`config.mk`:
```
export PLATFORM = sky130hd
export DESIGN_NAME = boreal_ledger_target
export DESIGN_NICKNAME = d
export VERILOG_FILES = /design/src/rtl/boreal_pkg.sv /design/src/rtl/boreal_ledger_ram.sv /design/src/rtl/boreal_ledger_target.sv
export SDC_FILE = /design/constraint.sdc
export NUM_CORES = 1
export LEC_CHECK = 0
export ABC_AREA = 1
export ABC_CLOCK_PERIOD_IN_PS = 4400
export BUFFER_PORTS_ARGS = -buffer_cell sky130_fd_sc_hd__buf_2
export CORE_MARGIN = 3
export CORE_UTILIZATION = 56
export CTS_CLUSTER_DIAMETER = 50
export DETAILED_ROUTE_END_ITERATION = 12
export GPL_TIMING_DRIVEN = 0
export PLACE_DENSITY_LB_ADDON = 0.05
export SLEW_MARGIN = 10
export SYNTH_ARGS = -nofsm -noshare
export SYNTH_HDL_FRONTEND = slang
export SYNTH_SLANG_ARGS = --single-unit
```
`constraint.sdc`:
```
create_clock -name clk -period 4.4 [get_ports clk]
set_clock_uncertainty 0.05 [all_clocks]
set_input_delay 0.22 -clock clk [delete_from_list [all_inputs] [get_ports clk]]
set_output_delay 0.22 -clock clk [all_outputs]
set_load 0.02 [all_outputs]
```
`src/rtl/boreal_pkg.sv`:
```
// Shared ledger-port constants, FSM encoding and the digest rotate helper.
package boreal_pkg;

  localparam logic [15:0] LEDGER_BASE        = 16'h1005;
  localparam logic [15:0] LEDGER_OFF_CTRL    = 16'h0000;
  localparam logic [15:0] LEDGER_OFF_STATUS  = 16'h0004;
  localparam logic [15:0] LEDGER_OFF_SEQ     = 16'h0008;
  localparam logic [15:0] LEDGER_OFF_APPEND  = 16'h000C;
  localparam logic [15:0] LEDGER_OFF_DIGEST  = 16'h0010;
  localparam logic [15:0] LEDGER_OFF_REJECTS = 16'h0014;
  localparam logic [15:0] LEDGER_ENTRY_BASE  = 16'h0100;

  typedef enum logic [1:0] {
    ST_IDLE = 2'd0,
    ST_WAIT = 2'd1,
    ST_ACK  = 2'd2
  } ledger_state_t;

  function automatic logic [31:0] rotl5(input logic [31:0] v);
    return {v[26:0], v[31:27]};
  endfunction

endpackage

```
`src/rtl/boreal_ledger_ram.sv`:
```
// Log storage: DEPTH x 32 single-port RAM, synchronous write, registered read.
module boreal_ledger_ram #(
  parameter int DEPTH = 16,
  parameter int AW    = $clog2(DEPTH)
) (
  input  logic          clk,
  input  logic          we,
  input  logic [AW-1:0] addr,
  input  logic [31:0]   wdata,
  output logic [31:0]   rdata
);

  logic [31:0] mem [DEPTH];

  always_ff @(posedge clk) begin
    if (we) mem[addr] <= wdata;
    rdata <= mem[addr];
  end

endmodule

```
`src/rtl/boreal_ledger_target.sv`:
```
// Ledger-port slave: sel/ack responder in front of an append-only audit log.
//   state   | meaning
//   ST_IDLE | waiting for sel; request fields latched on exit
//   ST_WAIT | counting extra wait cycles before completion
//   ST_ACK  | one-cycle ack; side effects commit here
module boreal_ledger_target
  import boreal_pkg::*;
#(
  parameter int DEPTH       = 16,
  parameter int WAIT_STATES = 0,
  parameter int OVERWRITE   = 0
) (
  input  logic        clk,
  input  logic        rst,
  input  logic        ledger_sel,
  input  logic        ledger_wr,
  input  logic [31:0] ledger_addr,
  input  logic [31:0] ledger_wdata,
  output logic [31:0] ledger_rdata,
  output logic        ledger_ack
);

  localparam int          AW         = $clog2(DEPTH);
  localparam logic [AW:0] FULL_COUNT = (AW+1)'(DEPTH);
  localparam logic [2:0]  WAIT_LOAD  = 3'((WAIT_STATES > 0) ? WAIT_STATES - 1 : 0);
  localparam logic [16:0] ENTRY_END  = 17'(LEDGER_ENTRY_BASE) + 17'(4 * DEPTH);
  localparam logic [13:0] ENTRY_WORD = 14'(LEDGER_ENTRY_BASE >> 2);

  ledger_state_t state, state_nxt;
  logic [2:0]    wcnt, wcnt_nxt;
  logic [15:0]   off_q;
  logic          wr_q;
  logic [31:0]   wdata_q;

  logic [AW:0]   count;
  logic [AW-1:0] wr_ptr, rd_base;
  logic [31:0]   seq, digest;
  logic [15:0]   rejects;
  logic          sealed, overflow;

  logic [15:0]   rd_off;
  logic [13:0]   rd_idx, ent_idx;
  logic [AW-1:0] ram_addr;
  logic [31:0]   ram_q, rd_mux;
  logic          full, commit_wr, is_append, accept, reject;

  function automatic logic is_entry(input logic [15:0] o);
    return (o >= LEDGER_ENTRY_BASE) && (17'(o) < ENTRY_END);
  endfunction

  always_ff @(posedge clk) begin
    if (rst) begin
      state   <= ST_IDLE;
      wcnt    <= '0;
      off_q   <= '0;
      wr_q    <= 1'b0;
      wdata_q <= '0;
    end else begin
      state <= state_nxt;
      wcnt  <= wcnt_nxt;
      if (state == ST_IDLE && ledger_sel) begin
        off_q   <= {ledger_addr[15:2], 2'b00};
        wr_q    <= ledger_wr;
        wdata_q <= ledger_wdata;
      end
    end
  end

  always_comb begin
    state_nxt = state;
    wcnt_nxt  = wcnt;
    case (state)
      ST_IDLE: if (ledger_sel) begin
        if (WAIT_STATES == 0) state_nxt = ST_ACK;
        else begin
          state_nxt = ST_WAIT;
          wcnt_nxt  = WAIT_LOAD;
        end
      end
      ST_WAIT: if (wcnt == 3'd0) state_nxt = ST_ACK;
               else wcnt_nxt = wcnt - 3'd1;
      ST_ACK:  state_nxt = ST_IDLE;
      default: state_nxt = ST_IDLE;
    endcase
  end

  // Read address comes straight off the bus in IDLE so the registered RAM
  // output is ready by ACK even with no wait states; ACK owns the port for writes.
  assign rd_off   = (state == ST_IDLE) ? {ledger_addr[15:2], 2'b00} : off_q;
  assign rd_idx   = rd_off[15:2] - ENTRY_WORD;
  assign ent_idx  = off_q[15:2] - ENTRY_WORD;
  assign ram_addr = (state == ST_ACK) ? wr_ptr : rd_base + rd_idx[AW-1:0];

  assign full      = (count == FULL_COUNT);
  assign commit_wr = (state == ST_ACK) && wr_q;
  assign is_append = commit_wr && (off_q == LEDGER_OFF_APPEND);
  assign accept    = is_append && !sealed && (!full || OVERWRITE != 0);
  assign reject    = commit_wr &&
                     ((off_q == LEDGER_OFF_APPEND && (sealed || (full && OVERWRITE == 0))) ||
                      (off_q == LEDGER_OFF_CTRL && wdata_q[1] && sealed) ||
                      off_q == LEDGER_OFF_STATUS || off_q == LEDGER_OFF_SEQ ||
                      off_q == LEDGER_OFF_DIGEST || off_q == LEDGER_OFF_REJECTS ||
                      is_entry(off_q));

  boreal_ledger_ram #(.DEPTH(DEPTH), .AW(AW)) u_ram (
    .clk   (clk),
    .we    (accept),
    .addr  (ram_addr),
    .wdata (wdata_q),
    .rdata (ram_q)
  );

  always_ff @(posedge clk) begin
    if (rst) begin
      count    <= '0;
      wr_ptr   <= '0;
      rd_base  <= '0;
      seq      <= '0;
      digest   <= '0;
      rejects  <= '0;
      sealed   <= 1'b0;
      overflow <= 1'b0;
    end else if (commit_wr) begin
      if (accept) begin
        wr_ptr <= wr_ptr + 1'b1;
        seq    <= seq + 32'd1;
        digest <= rotl5(digest) ^ wdata_q ^ seq;
        if (full) rd_base <= rd_base + 1'b1;
        else      count   <= count + 1'b1;
      end
      if (is_append && !sealed && full) overflow <= 1'b1;
      if (reject && rejects != 16'hFFFF) rejects <= rejects + 16'd1;
      if (off_q == LEDGER_OFF_CTRL) begin
        if (wdata_q[1] && !sealed) begin
          count    <= '0;
          wr_ptr   <= '0;
          rd_base  <= '0;
          overflow <= 1'b0;
        end
        if (wdata_q[0]) sealed <= 1'b1;
      end
    end
  end

  always_comb begin
    rd_mux = '0;
    if (is_entry(off_q)) begin
      if (ent_idx < 14'(count)) rd_mux = ram_q;
    end else begin
      case (off_q)
        LEDGER_OFF_CTRL:    rd_mux = {30'b0, sealed, 1'b0};
        LEDGER_OFF_STATUS:  rd_mux = {13'b0, overflow, sealed, full, 7'b0, 9'(count)};
        LEDGER_OFF_SEQ:     rd_mux = seq;
        LEDGER_OFF_DIGEST:  rd_mux = digest;
        LEDGER_OFF_REJECTS: rd_mux = {16'b0, rejects};
        default:            rd_mux = '0;
      endcase
    end
  end

  assign ledger_ack   = (state == ST_ACK);
  assign ledger_rdata = (state == ST_ACK && !wr_q) ? rd_mux : '0;

  logic unused_bits;
  assign unused_bits = ^{ledger_addr[31:16], ledger_addr[1:0], rd_idx[13:AW]};

endmodule
```
==> impl_metrics.tcl, run 1 <==
set metrics [dict create \
    grt_setup_unrepaired "false" \
    fin_crit_ps 4280 \
    io_pins 101 \
    syn-cell-area_sq_mm 0.0286 \
    cts-root-buf "clkbuf_16" \
    portBuffers 81 \
    yosys_warnings 0 \
    status "finished clean" \
    h-tree-depth 3 \
    p_leak_nw 12.4 \
    cts_tree "done" \
    required_ps 4660 \
    clk_path_buf_depth 3 \
    worst_pin_slew_ps 1340 \
    rows 82 \
    via_count 22196 \
    crit_fanout 22 \
    synthCells 2742 \
    drt-initial-drc-count 3270 \
    yosysTopAreaCellShare 0.538 \
    core_area_sq_mm 0.0503 \
    syn_avg_cell_area_sq_um 10.4 \
    post-route-period-util 0.973 \
    grt_overflow 0 \
    grt_pass1_vias 20942 \
    yosys-top-cells-area "edfxtp_1 (54%), dfxtp_1 (12%), nand2_1 (10%), nor2_1 (3.2%), o21ai_0 (2.3%)" \
    cts.sinks 687 \
    crit_arrival_ps 4540 \
    fillers 3894 \
    fin_ws_ps 119 \
    crit_path_end_kind "register" \
    slew-limit-headroom 0.108 \
    place_hpwl_mm 63.5 \
    gp_congestion 0.956 \
    powerDensity_mw_per_mm2 439 \
    yosys.area.top_type "edfxtp_1" \
    dpl_worst_slack_ps -325 \
    drv_slew 0 \
    drive_gt1_frac 0.118 \
    dieArea_sq_mm 0.0538 \
    finalSetupTns_ps 0 \
    yosysUniqueCellTypes 43 \
    fmax_ghz 0.234 \
    finalSetupViolCount 0 \
    synth_ff_type "edfxtp_1" \
    grt_max_degree 23 \
    cts_buffers 77 \
    syn-num-nets 2823 \
    firstDrtPassIters 5 \
    ir_drop_v 0.000494 \
    wl_per_cell_um 25.0 \
    drc 0 \
    antenna_found_initial 4 \
    startpoint_type "register" \
    track_usage 0.347 \
    fin_total_pwr_mw 14.8 \
    path_class "reg -> reg" \
    final_core_util 0.668 \
    maxCapViolations 0 \
    grt_pass1_wl_mm 135 \
    multiInputGateArea_sq_mm 0.00857 \
    area_delta_synth_final_pct 17.5 \
    synth_edf_count 512 \
    wl_mm 93.1 \
    hold_class "in -> reg" \
    synth-seq-cells 687 \
    seq_area_sq_mm 0.0189 \
    drt-vias-per-instance 5.97 \
    final-hold-violation-count 0 \
    async_reset_ff_frac 0 \
    nets 3063 \
    synth-seq-area-share 0.661 \
    insertion_delay_ps 620 \
    die_w_um 232 \
    start_util 0.568 \
    clkTransAtPathRegs_ps 60 \
    die_y_um 232 \
    drtAntennaViolNets 0 \
]
==> where the power goes <==
group          internal (mW)  switching (mW)
registers               7.08           0.240
clock network           3.62            2.62
logic                  0.340           0.850
==> synthesized netlist by cell type, types with 12 or more instances <==
library cell / n
o21ai_0: 132
nor2_1: 241
a41oi_1: 19
xor2_1: 45
edfxtp_1: 512
a22oi_1: 87
a21oi_1: 126
o21ai_1: 39
dfxtp_1: 175
nand4_1: 52
clkbuf_1: 47
inv_1: 144
ha_1: 12
nand2_1: 778
nor3_1: 30
buf_2: 72
o2111ai_1: 14
xnor2_1: 33
nand3_1: 119
==> cell families after synthesis <==
logic type               after synthesis  share of synthesized area
AO/OA/AOI/OAI                        430                     0.0884
buffers and inverters                291                     0.0436
AND/OR/NAND/NOR                     1243                      0.178
flip-flops                           687                      0.661
adder cells (fa/ha/maj)               13                    0.00595
XOR/XNOR                              78                     0.0239
==> per-stage QoR <==
step           hold WS (ps)  cells  instance area [sq um]
4_1_cts                25.9   3716                  33600
3_3_place_gp            372   3495                  29800
3_5_place_dp            374   3511                  30400
6_report               33.7   3717                  33600
5_1_grt                32.0   3716                  33600
2_1_floorplan           330   2742                  28600
==> layer usage <==
metal  part of all wire  track usage  vias to the layer above
met3               0.12       0.0807                      183
met1               0.41        0.506                    10794
met4              0.032        0.102                        0
met2               0.44        0.524                     1288
li1                   -            -                     9931
met5                  0            0                        -
==> sequential cells by signal, summed over array words and instances, names as in the netlist <==
signal	count
u_ram.mem	512
digest	32
seq	32
u_ram.rdata	32
wdata_q	32
rejects	16
off_q	14
count	5
rd_base	4
wr_ptr	4
overflow	1
sealed	1
state	1
wr_q	1
==> cell type report <==
cell class                      count  share of cell area
Tap cell                          672              0.0250
Inverter                          153              0.0172
Buffer                            137              0.0197
Antenna cell                        1           0.0000745
Multi-Input combinational cell   1764               0.255
Sequential cell                   687               0.562
Clock inverter                     36             0.00969
Timing Repair Buffer              162              0.0471
Clock buffer                      105              0.0637
==> final timing paths <==
path | slack, ps | startpoint | depth (start not counted) | end
max | 120 | state[1] | 14 | u_ram.mem[6][29]
min | 30 | ledger_wdata[30] | 3 | wdata_q[30]
max reg2reg | 120 | state[1] | 14 | u_ram.mem[6][29]
min reg2reg | 380 | rd_base[0] | 2 | rd_base[0]
==> layout by cell type (no fill, tap or decap), drive strengths merged <==
cell type and n:
a22oi 87, ha 12, xnor2 33, o211a 1, nand3b 1, clkbuf 154
clkinv 22, a41oi 19, diode 1, nand2 785, o22ai 5, buf 204
edfxtp 512, nand3 122, nand4 52, nor3b 3, fa 1, inv 157
nor2 246, nor3 31, bufinv 3, a21oi 126, a31oi 2, dfxtp 175
o2111ai 14, dlygate4sd3 46, a211oi 3, xor2 45, o21ai 172, clkinvlp 7
o21a 1, or2 1, nor4 2
==> worst max-delay path, cell delays in order, from the launching register on <==
cell and delay, ps:
dfxtp_1 490, buf_4 230, nand2_1 60, o21ai_0 130, ha_1 200, inv_1 60, fa_1 440, o21ai_1 400
inv_2 90, nor2_2 130, buf_2 310, buf_2 340, nand2_1 300, nor2_4 480, buf_12 270
==> repair_timing <==
action                                  CTS  global route
endpoints found under the setup margin  390            12
hold endpoints to repair                 46             0
buffers inserted                         19             0
resized for setup                         0             0
pin swaps                                12             1
hold buffers                             46             0
(Power assumes the default switching activity.)
==> run 2: changes to the inputs <==
- MAX_ROUTING_LAYER: not set -> met4
- PLACE_DENSITY: not set -> 0.75
- PLACE_DENSITY_LB_ADDON: 0.05 -> not set
==> impl_metrics.tcl, run 2 (synthesized netlist as in run 1, its figures left out) <==
set metrics [dict create \
    drv_slew 0 \
    h-tree-depth 3 \
    firstDrtPassIters 6 \
    insertion_delay_ps 620 \
    dieArea_sq_mm 0.0538 \
    cts-root-buf "clkbuf_16" \
    via_count 22682 \
    drtAntennaViolNets 0 \
    fin_crit_ps 4190 \
    p_sw_mw 3.73 \
    track_usage 0.351 \
    fmax_ghz 0.239 \
    maxCapViolations 0 \
    drive_gt1_frac 0.118 \
    grt_setup_unrepaired "false" \
    core_area_sq_mm 0.0503 \
    grt_pass1_wl_mm 134 \
    top_register "u_ram.mem" \
    grt_overflow 0 \
    slew-limit-headroom 0.162 \
    seq_area_sq_mm 0.0189 \
    die_w_um 232 \
    worst_pin_slew_ps 1260 \
    path_class "reg -> reg" \
    fin_area_sq_mm 0.0335 \
    clock_power_share 0.431 \
    grt_pass1_vias 21412 \
    startpoint_type "register" \
    clkTransAtPathRegs_ps 60 \
    crit_arrival_ps 4450 \
    clk_path_buf_depth 3 \
    wl_mm 91.9 \
    drt-initial-drc-count 3542 \
    final-hold-violation-count 0 \
    gp_congestion 1.01 \
    nets 3057 \
    hold_class "in -> reg" \
    cts_buffers 75 \
    fillers 3709 \
    p_leak_nw 12.4 \
    powerDensity_mw_per_mm2 448 \
    worstSetupStartpoint "state[1]" \
    wl_per_cell_um 24.8 \
    required_ps 4650 \
    area_delta_synth_final_pct 17.1 \
    ir_drop_v 0.000523 \
    worstHoldStart "ledger_sel" \
    reg2reg_from "state[1]" \
    start_util 0.568 \
    finalSetupTns_ps 0 \
    portBuffers 81 \
    drc 0 \
    fin_total_pwr_mw 15.0 \
    antenna_found_initial 4 \
    cts_tree "done" \
    grt_max_degree 27 \
    final_common_cell "nand2_1" \
    io_pins 101 \
    place_hpwl_mm 61.7 \
    rrSetupSlack_ps 210 \
    p_seq_frac 0.488 \
    crit_path_end_kind "register" \
    post-route-period-util 0.952 \
    crit_fanout 24 \
    status "finished clean" \
    drt-vias-per-instance 6.12 \
    die_y_um 232 \
    cts.sinks 687 \
    rows 82 \
    p_sw_frac 0.249 \
    finalSetupViolCount 0 \
    layout_common_cells "nand2_1 (777), edfxtp_1 (512), nor2_1 (225)" \
    largest_reg_flops 512 \
    final_core_util 0.666 \
    placed_area_sq_mm 0.0303 \
    intPower_mw 11.2 \
    multiInputGateArea_sq_mm 0.00860 \
    combPwrFrac 0.080 \
]
-- run 2: changes by cell type in the layout (fill, tap and decap cells not counted), sizes merged, moves of 2 or more --
cell | before | now
nor2 | 246 | 248
clkbuf | 154 | 142
bufinv | 3 | 8
buf | 204 | 198
clkinvlp | 7 | 4
clkinv | 22 | 27
-- run 2: per-layer routing --
layer | part of all wire | wire length, um | global-route usage
met3 | 0.14 | 12800 | 0.0832
met2 | 0.43 | 39700 | 0.494
met4 | 0.048 | 4440 | 0.154
met5 | 0 | 0 | -
met1 | 0.38 | 35000 | 0.490
-- run 2: through the flow --
step | worst slack, ps | hold WS (ps) | std cells
floorplan | 102 | 330 | 2742
global placement | -1740 | 375 | 3495
detailed placement | -83.4 | 389 | 3511
CTS | 31.7 | 36.4 | 3699
global route | 36.2 | 113 | 3709
finish | 209 | 85.0 | 3709
-- run 2: power groups by stage --
stage | sequential [mW] | clock, mW | combinational [mW]
CTS | 7.30 | 6.45 | 1.16
global route | 7.31 | 6.72 | 1.28
floorplan | 7.30 | 0 | 0.681
finish | 7.31 | 6.46 | 1.21
global placement | 7.42 | 0 | 1.08
detailed placement | 7.43 | 0 | 1.12
-- run 2: critical path: stages (launching register included) --
cell	delay, ps
dfxtp_1	480
buf_4	240
nand2_1	60
o21ai_0	100
ha_1	170
inv_1	60
fa_1	470
o21ai_2	340
inv_2	90
nor2_2	130
buf_2	280
buf_2	310
nand2_1	310
nor2_4	510
buf_12	250
-- run 2: area by class of cell --
| class | count | share of cell area |
|---|---|---|
| Timing Repair Buffer | 157 | 0.0402 |
| Clock buffer | 94 | 0.0613 |
| Buffer | 136 | 0.0197 |
| Antenna cell | 2 | 0.000150 |
| Sequential cell | 687 | 0.564 |
| Tap cell | 672 | 0.0251 |
| Multi-Input combinational cell | 1766 | 0.257 |
| Inverter | 153 | 0.0173 |
| Clock inverter | 42 | 0.0150 |
-- run 2: path summary, 6_finish.rpt --
| path | endpoint | cells after the start |
|---|---|---|
| hold reg to reg | rd_base[0] | 2 |
| setup reg to reg | u_ram.mem[3][15] | 14 |
| hold / removal | state[1] | 3 |
| setup / recovery | u_ram.mem[3][15] | 14 |
-- run 2: timing repair --
action,4_1_cts,5_1_grt
resized for setup,1,2
hold buffers,47,0
buffers inserted,3,10
endpoints found under the setup margin,24,317
pin swaps,2,5
endpoints found under the hold margin,47,0
gates cloned,2,0
